`src/rtl/posit_pkg.sv`:
```
// Shared definitions for the posit datapath: rounding-mode codes, the
// round/renormalise FSM encoding and the maximum-regime derivation.
package posit_pkg;

  // Rounding modes, sampled with each operand
  localparam logic [1:0] RND_RNE = 2'd0;  // nearest, ties to even
  localparam logic [1:0] RND_RTZ = 2'd1;  // toward zero
  localparam logic [1:0] RND_RUP = 2'd2;  // toward +inf
  localparam logic [1:0] RND_RDN = 2'd3;  // toward -inf

  // Round/renormalise FSM states
  localparam logic [1:0] ST_IDLE   = 2'd0;
  localparam logic [1:0] ST_ROUND  = 2'd1;
  localparam logic [1:0] ST_ADJUST = 2'd2;
  localparam logic [1:0] ST_HOLD   = 2'd3;

  // Largest positive value of a signed k_w-bit regime
  function automatic int unsigned k_max(input int unsigned k_w);
    return (32'd1 << (k_w - 32'd1)) - 32'd1;
  endfunction

endpackage

```
`src/rtl/round_inc_dec.sv`:
```
// Rounding increment decision from lsb/guard/sticky, sign and mode.
// Ports: i_lsb, i_guard, i_sticky, i_sign, i_mode -> o_inc_c (combinational).
module round_inc_dec
  import posit_pkg::*;
(
  input  logic       i_lsb,
  input  logic       i_guard,
  input  logic       i_sticky,
  input  logic       i_sign,
  input  logic [1:0] i_mode,
  output logic       o_inc_c
);

  always_comb begin
    o_inc_c = 1'b0;
    case (i_mode)
      RND_RNE: o_inc_c = i_guard & (i_sticky | i_lsb);
      RND_RTZ: o_inc_c = 1'b0;
      RND_RUP: o_inc_c = (i_guard | i_sticky) & ~i_sign;
      RND_RDN: o_inc_c = (i_guard | i_sticky) & i_sign;
      default: o_inc_c = 1'b0;
    endcase
  end

endmodule

```
`src/rtl/round_norm_pipe.sv`:
```
// Rounds a wide MSB-aligned mantissa to OUT_W bits, then propagates any
// carry into exponent and regime, saturating at the maximum regime.
// Ports: clk, rst_n; in_valid/in_ready with shifted_mantissa, k_in, exp_in,
// sign_in, rnd_mode; out_valid/out_ready with mantissa_out, k_final,
// exp_final, sign_final, inexact, sat. in_ready decodes state==IDLE.
module round_norm_pipe
  import posit_pkg::*;
#(
  parameter int unsigned IN_W  = 64,
  parameter int unsigned OUT_W = 32,
  parameter int unsigned ES    = 3,
  parameter int unsigned K_W   = 6
) (
  input  logic             clk,
  input  logic             rst_n,
  input  logic             in_valid,
  output logic             in_ready,
  input  logic [IN_W-1:0]  shifted_mantissa,
  input  logic [K_W-1:0]   k_in,
  input  logic [ES-1:0]    exp_in,
  input  logic             sign_in,
  input  logic [1:0]       rnd_mode,
  output logic             out_valid,
  input  logic             out_ready,
  output logic [OUT_W-1:0] mantissa_out,
  output logic [K_W-1:0]   k_final,
  output logic [ES-1:0]    exp_final,
  output logic             sign_final,
  output logic             inexact,
  output logic             sat
);

  localparam int unsigned SUM_W = OUT_W + 1;
  localparam logic [K_W-1:0] K_MAX_V = K_W'(k_max(K_W));

  logic [1:0]       r_state;
  logic [1:0]       w_next;
  logic [IN_W-1:0]  r_sm;
  logic [K_W-1:0]   r_k;
  logic [ES-1:0]    r_exp;
  logic             r_sign;
  logic [1:0]       r_mode;
  logic [SUM_W-1:0] r_sum;
  logic             r_inexact_q;

  logic [OUT_W-1:0] w_kept;
  logic             w_guard;
  logic             w_sticky;
  logic             w_inc;
  logic [SUM_W-1:0] w_sum;
  logic             w_carry;
  logic             w_exp_wrap;
  logic             w_k_ovf;
  logic [OUT_W-1:0] w_mant_adj;
  logic [ES-1:0]    w_exp_adj;
  logic [K_W-1:0]   w_k_adj;

  assign in_ready = (r_state == ST_IDLE);

  // Split the captured mantissa into kept bits, guard and sticky
  assign w_kept   = r_sm[IN_W-1 -: OUT_W];
  assign w_guard  = r_sm[IN_W-OUT_W-1];
  assign w_sticky = |r_sm[IN_W-OUT_W-2:0];

  round_inc_dec u_inc (
    .i_lsb    (w_kept[0]),
    .i_guard  (w_guard),
    .i_sticky (w_sticky),
    .i_sign   (r_sign),
    .i_mode   (r_mode),
    .o_inc_c  (w_inc)
  );

  assign w_sum = {1'b0, w_kept} + SUM_W'(w_inc);

  // Carry-out can only come from an all-ones mantissa, so the rounded
  // value is exactly 1.000..; it moves into the exponent, then the regime.
  assign w_carry    = r_sum[OUT_W];
  assign w_exp_wrap = w_carry & (r_exp == '1);
  assign w_k_ovf    = w_exp_wrap & (r_k == K_MAX_V);
  assign w_mant_adj = w_carry ? {1'b1, {(OUT_W-1){1'b0}}} : r_sum[OUT_W-1:0];
  assign w_exp_adj  = r_exp + ES'(w_carry);
  assign w_k_adj    = r_k + K_W'(w_exp_wrap);

  // State register
  always_ff @(posedge clk or negedge rst_n) begin
    if (!rst_n) r_state <= ST_IDLE;
    else        r_state <= w_next;
  end

  // Next-state decode
  always_comb begin
    w_next = r_state;
    case (r_state)
      ST_IDLE:   if (in_valid) w_next = ST_ROUND;
      ST_ROUND:  w_next = ST_ADJUST;
      ST_ADJUST: w_next = ST_HOLD;
      ST_HOLD:   if (out_ready) w_next = ST_IDLE;
      default:   w_next = ST_IDLE;
    endcase
  end

  // Operand capture, rounding sum and result registers
  always_ff @(posedge clk or negedge rst_n) begin
    if (!rst_n) begin
      r_sm         <= '0;
      r_k          <= '0;
      r_exp        <= '0;
      r_sign       <= 1'b0;
      r_mode       <= RND_RNE;
      r_sum        <= '0;
      r_inexact_q  <= 1'b0;
      out_valid    <= 1'b0;
      mantissa_out <= '0;
      k_final      <= '0;
      exp_final    <= '0;
      sign_final   <= 1'b0;
      inexact      <= 1'b0;
      sat          <= 1'b0;
    end else begin
      case (r_state)
        ST_IDLE: begin
          if (in_valid) begin
            r_sm   <= shifted_mantissa;
            r_k    <= k_in;
            r_exp  <= exp_in;
            r_sign <= sign_in;
            r_mode <= rnd_mode;
          end
        end
        ST_ROUND: begin
          r_sum       <= w_sum;
          r_inexact_q <= w_guard | w_sticky;
        end
        ST_ADJUST: begin
          out_valid  <= 1'b1;
          sign_final <= r_sign;
          inexact    <= r_inexact_q;
          sat        <= w_k_ovf;
          if (w_k_ovf) begin
            mantissa_out <= '1;
            exp_final    <= '1;
            k_final      <= K_MAX_V;
          end else begin
            mantissa_out <= w_mant_adj;
            exp_final    <= w_exp_adj;
            k_final      <= w_k_adj;
          end
        end
        ST_HOLD: begin
          if (out_ready) out_valid <= 1'b0;
        end
        default: ;
      endcase
    end
  end

endmodule

```
`config.mk`:
```
export PLATFORM = sky130hd
export DESIGN_NAME = round_norm_pipe
export DESIGN_NICKNAME = d
export VERILOG_FILES = /design/src/rtl/posit_pkg.sv /design/src/rtl/round_inc_dec.sv /design/src/rtl/round_norm_pipe.sv
export SDC_FILE = /design/constraint.sdc
export NUM_CORES = 1
export LEC_CHECK = 0
export ABC_AREA = 1
export CELL_PAD_IN_SITES_DETAIL_PLACEMENT = 1
export CELL_PAD_IN_SITES_GLOBAL_PLACEMENT = 2
export CORE_ASPECT_RATIO = 1.4
export CORE_MARGIN = 1
export CORE_UTILIZATION = 32
export DETAILED_ROUTE_END_ITERATION = 8
export GPL_ROUTABILITY_DRIVEN = 0
export PLACE_DENSITY_LB_ADDON = 0.1
export SLEW_MARGIN = 0
export SYNTH_ARGS = -nofsm -noshare
export SYNTH_HDL_FRONTEND = slang
export SYNTH_SLANG_ARGS = --single-unit
export TNS_END_PERCENT = 20
```
`constraint.sdc`:
```
create_clock -name clk -period 2.4 [get_ports clk]
set_clock_uncertainty 0.1 [all_clocks]
set_input_delay 0.36 -clock clk [delete_from_list [all_inputs] [get_ports clk]]
set_output_delay 0.36 -clock clk [all_outputs]
set_load 0.03 [all_outputs]
```
==> results.cfg <==
[cts]
worstSkewPairLatency_ps = 440
root_buffer = clkbuf_16
cts_tree = done
clk_pin_slew_ps = 70
cts_sinks = 157
cts_max_level = 4
clk_path_buf_depth = 2
numCtsBuffers = 17

[detailed_routing]
wl_per_cell_um = 15.68
drc_errors = 0
ant_nets = 0
dr.pass1.iters = 4
drt-initial-drc-count = 200
wl_um = 19410
routed_via_density = 4.607
dr_total_vias = 5704

[global_route]
grt_usage_pct = 18.24
grt_max_degree = 50
grt_pass1_vias = 6257
grt_first_pass_wirelength_um = 32490
antenna_found_initial = 0
overflow = 0

[synth]
syn_inst = 794
yosysMostFrequentCell = nand2_1
syn_area_sq_um = 7212
synth_nets = 884
avgSynthCellArea_sq_um = 9.083
synth_top_cell_area_share_pct = 54.48
synth_top_area_cell = dfrtp_1
async_flop_share_pct = 100.0
ys_warn_count = 0
synth.distinct_cells = 31
synth_area_leaders = dfrtp_1 (54%), nand2_1 (12%), mux2_2 (8.0%)
synth_edf_count = 0
ys_ff_latch = 157
ys.flop_type = dfrtp_1
synthTopCellsByCount = nand2_1 (222), dfrtp_1 (157), nor2_1 (125)
yosysSeqAreaShare_pct = 54.48

[timing]
rsz0062_at_grt = true
hold_viol = 0
setup_viol = 0
slew_headroom_pct = 66.74
tightest_slew_ps = 498.8
timing.final.crit_share_pct = 95.30
min_period_ps = 2287
max_freq_mhz = 437.2
drv_slew = 0
tns_ps = 0

[critical_path]
end_kind = flop
r2r_slack_ps = 110
crit_path_start_kind = flop
endpoint = r_sum[15]
reg2regPathDepth = 18
slowest_delay_ps = 370
worstPathArrival_ps = 2500
worst-path-buf-inv = 2
cp_common_cell = nand2_1
cp.depth = 18
crit_family = simple AND/OR/NAND/NOR gates
worst_r2r_endpoint = r_sum[15]
crit_chain = nor2_1, nand2_1, nor2_1, buf_4, nand2_1, nor2_4, nand2_2, nand2_1, nand2_1, ha_1, nand2_2, nor2_4, nand2_4, nor2_4, buf_12, xor2_1, nand2_1, nand2_1
startpoint = r_sm[23]
crit_fanout = 5
setup.worst_path.class = flop to flop
cp_slowest_cell = dfrtp_1
r2r_start = r_sm[23]
required_ps = 2620

[finish]
fin_nets = 1018
final_area_sq_um = 9597
area_growth_pct = 33.07
diodes = 0
drive_gt1_share_pct = 15.94

[die]
core_area_sq_um = 22020
ios = 126
dieArea_sq_um = 23150
chipHeight_um = 179.6
dieWidth_um = 128.9
num_rows = 64
initial_core_util_pct = 32.75

[job]
maxCapViolations = 0

[power_and_ir_drop]
power_density_nw_per_um2 = 1407
vdd_drop_max_v = 0.0005623
p_leak_uw = 0.004362

[worst_hold_path]
min_path_type = input port to async pin

[placement]
place_area_sq_um = 8880
port_buffers = 125
hpwl_um = 14550

[outcome]
outcome = finished, final reports clean
-- state kept, by name, indices dropped and copies added (netlist names) --
signal        count
r_sign            1
inexact           1
out_valid         1
sign_final        1
r_sm             64
k_final           6
r_exp             3
r_k               6
mantissa_out     32
r_mode            2
r_state           2
exp_final         3
sat               1
r_sum            33
r_inexact_q       1
-- layer usage --
metal  GRT usage, %  vias to the layer above  share of wire [%]
li1               -                     2820                  -
met1          22.99                     2754                 45
met3          3.512                       21                3.6
met4          6.918                        0                1.7
met5              0                        -                  0
met2          30.62                      109                 50
-- cells in the final DEF, fill, tap and decap left out, drive strengths merged, types with 2 or more instances in the layout --
master / netlist / layout
a21oi: 63 / 63
a31oi: 2 / 2
and2: 2 / 2
buf: 17 / 19
bufinv: 0 / 4
clkbuf: 12 / 17
clkdlybuf4s50: 0 / 123
clkinv: 1 / 2
dfrtp: 157 / 157
ha: 10 / 10
inv: 44 / 53
mux2: 51 / 51
nand2: 226 / 226
nand3: 31 / 31
nand3b: 3 / 3
nor2: 136 / 136
nor3: 4 / 4
o21ai: 13 / 13
o21bai: 2 / 2
o22a: 4 / 4
o22ai: 2 / 2
xnor2: 3 / 3
xor2: 9 / 9
-- layout make-up --
cell class / instances / area (sq um)
clock inverters: 15 / 222.7
repair buffers: 144 / 1459
fillers: 2512 / 12420
multi-input cells: 563 / 3020
well taps: 297 / 371.6
flip-flops and latches: 157 / 3929
clock buffers: 17 / 425.4
inverters: 45 / 168.9
-- power breakdown --
part | internal, uW | switching [uW]
Combinational | 2330 | 3270
Sequential | 3980 | 953
Clock | 1780 | 1200
Total | 8090 | 5420
-- logic make-up (layout without fill, tap and decap cells) --
kind of cell | after synthesis | in the layout | share of synthesized area [%]
flops | 157 | 157 | 54.48
fa+ha+maj | 10 | 10 | 1.735
buf+inv | 74 | 221 | 4.302
simple gates | 403 | 403 | 22.64
mux | 51 | 51 | 7.963
xor+xnor | 12 | 12 | 1.457
compound gates | 87 | 87 | 7.425
-- stage by stage --
stage               setup WS (ps)  hold slack, ps  total power [uW]  cells  utilization [%]
global placement            26.68           231.2             10430   1204            40.32
floorplan                   450.4          -35.59              8532    794                -
CTS                         28.07           329.3             13700   1237            43.33
finish                      112.8           330.8             13510   1238            43.58
detailed placement         -54.27           226.4             10630   1204            40.32
global route               -68.87           367.9             14530   1238            43.58
-- how the worst min path moves through the flow --
stage               slack, ps            to  depth (start not counted)  start
floorplan                 -40  exp_final[0]                          0  rst_n
global placement          230      r_exp[1]                          1  rst_n
detailed placement        230      r_exp[0]                          1  rst_n
CTS                       330      r_exp[0]                          2  rst_n
global route              370      r_exp[0]                          2  rst_n
finish                    330      r_exp[0]                          2  rst_n
-- timing repair --
action                     in CTS  in global routing
resized for setup               3                 11
hold buffers                    1                  0
setup buffers                   0                  1
gates cloned                    0                  0
hold endpoints to repair       43                  0
setup endpoints to repair      13                 26
pin swaps                       0                  6
Power figures use the tool's default switching activity.
==> edit: new RTL, same settings <==
The parameter `ES` goes from 3 to 6.
--- a/src/rtl/round_norm_pipe.sv
+++ b/src/rtl/round_norm_pipe.sv
@@ -8,7 +8,7 @@
 #(
   parameter int unsigned IN_W  = 64,
   parameter int unsigned OUT_W = 32,
-  parameter int unsigned ES    = 3,
+  parameter int unsigned ES    = 6,
   parameter int unsigned K_W   = 6
 ) (
   input  logic             clk,
Interface: changed (resized exp_final and exp_in); port bits go from 126 to 132. The function was not compared with the original's and may differ.
==> edit against the original RTL <==
Sequential cell count grew 6. Critical endpoint is now r_sum[31]$_DFFE_PN0N_. Cell area grew 2.8%. Cell count grew 5.7%. Power shrank 0.37%. Synthesized area grew 5.0%. Combinational power grew 2%. Routed wire length grew 5.5%. Worst hold slack lost 0.0052 ns. Count of clock-buffer cells in the layout grew 4. Setup slack gained 0.13 ns.
==> edit: results (changes against the original RTL) <==
{| class="wikitable"
! Metric !! Value
|-
| Leading cell types by total area after synthesis || dfrtp_1 (54%), nand2_1 (13%), mux2_2 (7.7%)
|-
| Met3 Use GR || 0.05569 (+0.02057)
|-
| Wire length of the first global-routing pass || 34120 µm (+5.0%)
|-
| Overall power of the completed layout || 13.46 mW (-0.37%)
|-
| Combinational power share || 0.423 (+0.009)
|-
| Number of antenna violations at the first check in global routing || 1 (+1)
|-
| Worst vdd rail ir drop || 0.5538 mV (-1.5%)
|-
| Number of global-route vias before repair || 6546 (+4.6%)
|-
| Worst setup path startpoint || r_sm[29]$_DFFE_PN0P_
|-
| Nets@finish || 1082 (+6.3%)
|-
| Data arrival time at the worst-slack endpoint || 2.38 ns (-0.12 ns)
|-
| Met1 track utilization from global routing || 0.1992 (-0.03075)
|-
| Final period util || 0.8985 (-0.05447)
|-
| Status || completed
|-
| Multi-input gate share of the layout cell area || 0.3094 (-0.005333)
|-
| Capturing instance or port of the critical path || r_sum[31]$_DFFE_PN0N_
|-
| Number of instances in the synthesized netlist || 858 (+8.1%)
|-
| Fillers || 2696 (+7.3%)
|-
| Avg Cell Area, Syn || 8.827 µm² (-2.8%)
|-
| Clock group share of total power || 0.196 (-0.024)
|-
| Clock buffer count in the final layout || 21 (+4)
|-
| Number of instances resized during post-cts repair || 1 (-2)
|-
| Antenna Diode Count || 0 (unchanged)
|-
| Part of the Yosys area used for sequential elements || 0.5386 (-0.006185)
|-
| Post-layout utilization of the core || 0.4251 (-0.01074)
|-
| Count of clock tree sinks || 163 (+3.8%)
|-
| Count of multi-input gates || 578 (+2.7%)
|-
| Post-placement setup slack || 0.1720 ns (+0.2263 ns)
|-
| Clock distribution area overhead in the final layout || 0.05721 (-0.01032)
|-
| Net count after synthesis || 951 (+7.6%)
|-
| R2R setup slack || 0.24 ns (+0.13 ns)
|-
| Peak fanout along the critical path || 7 (+2)
|-
| Placed wire-length estimate after detailed placement || 14670 µm (+0.80%)
|-
| GR Util met2 || 0.3342 (+0.02802)
|-
| Peak per-stage delay on the critical path || 0.35 ns (-0.02 ns)
|-
| Number of standard cells in the final layout excluding fillers || 1308 (+5.7%)
|-
| Non-Clock Inverter Count || 87 (+93%)
|-
| Global-route total usage across every layer || 0.1824 (about the same)
|-
| Transition time of the tightest slew-check pin || 0.5602 ns (+0.06141 ns)
|-
| Switching part of the total || 0.4074 (+0.006404)
|}
-- edit: changes by cell type after synthesis, moves of 6 or more --
cell / before / now
a21oi_1: 44 / 31
a21oi_2: 19 / 1
buf_2: 8 / 14
dfrtp_1: 157 / 163
inv_1: 40 / 87
nand2_1: 222 / 254
nor2_1: 125 / 92
o21ai_0: 10 / 26
o21ai_1: 3 / 20
o22ai_1: 2 / 11
-- edit: logic make-up after synthesis --
kind of cell,count (synthesis),synth area share
buf+inv,117,0.06080
flops,163,0.5386
xor+xnor,15,0.01735
simple gates,406,0.2225
mux,52,0.07732
fa+ha+maj,10,0.01652
compound gates,95,0.06691
-- edit: per-layer routing --
layer / vias to the layer above / share of wire
li1: 2971 / -
met2: 102 / 0.53
met4: 2 / 0.014
met5: - / 0.00063
met1: 2909 / 0.40
met3: 20 / 0.053
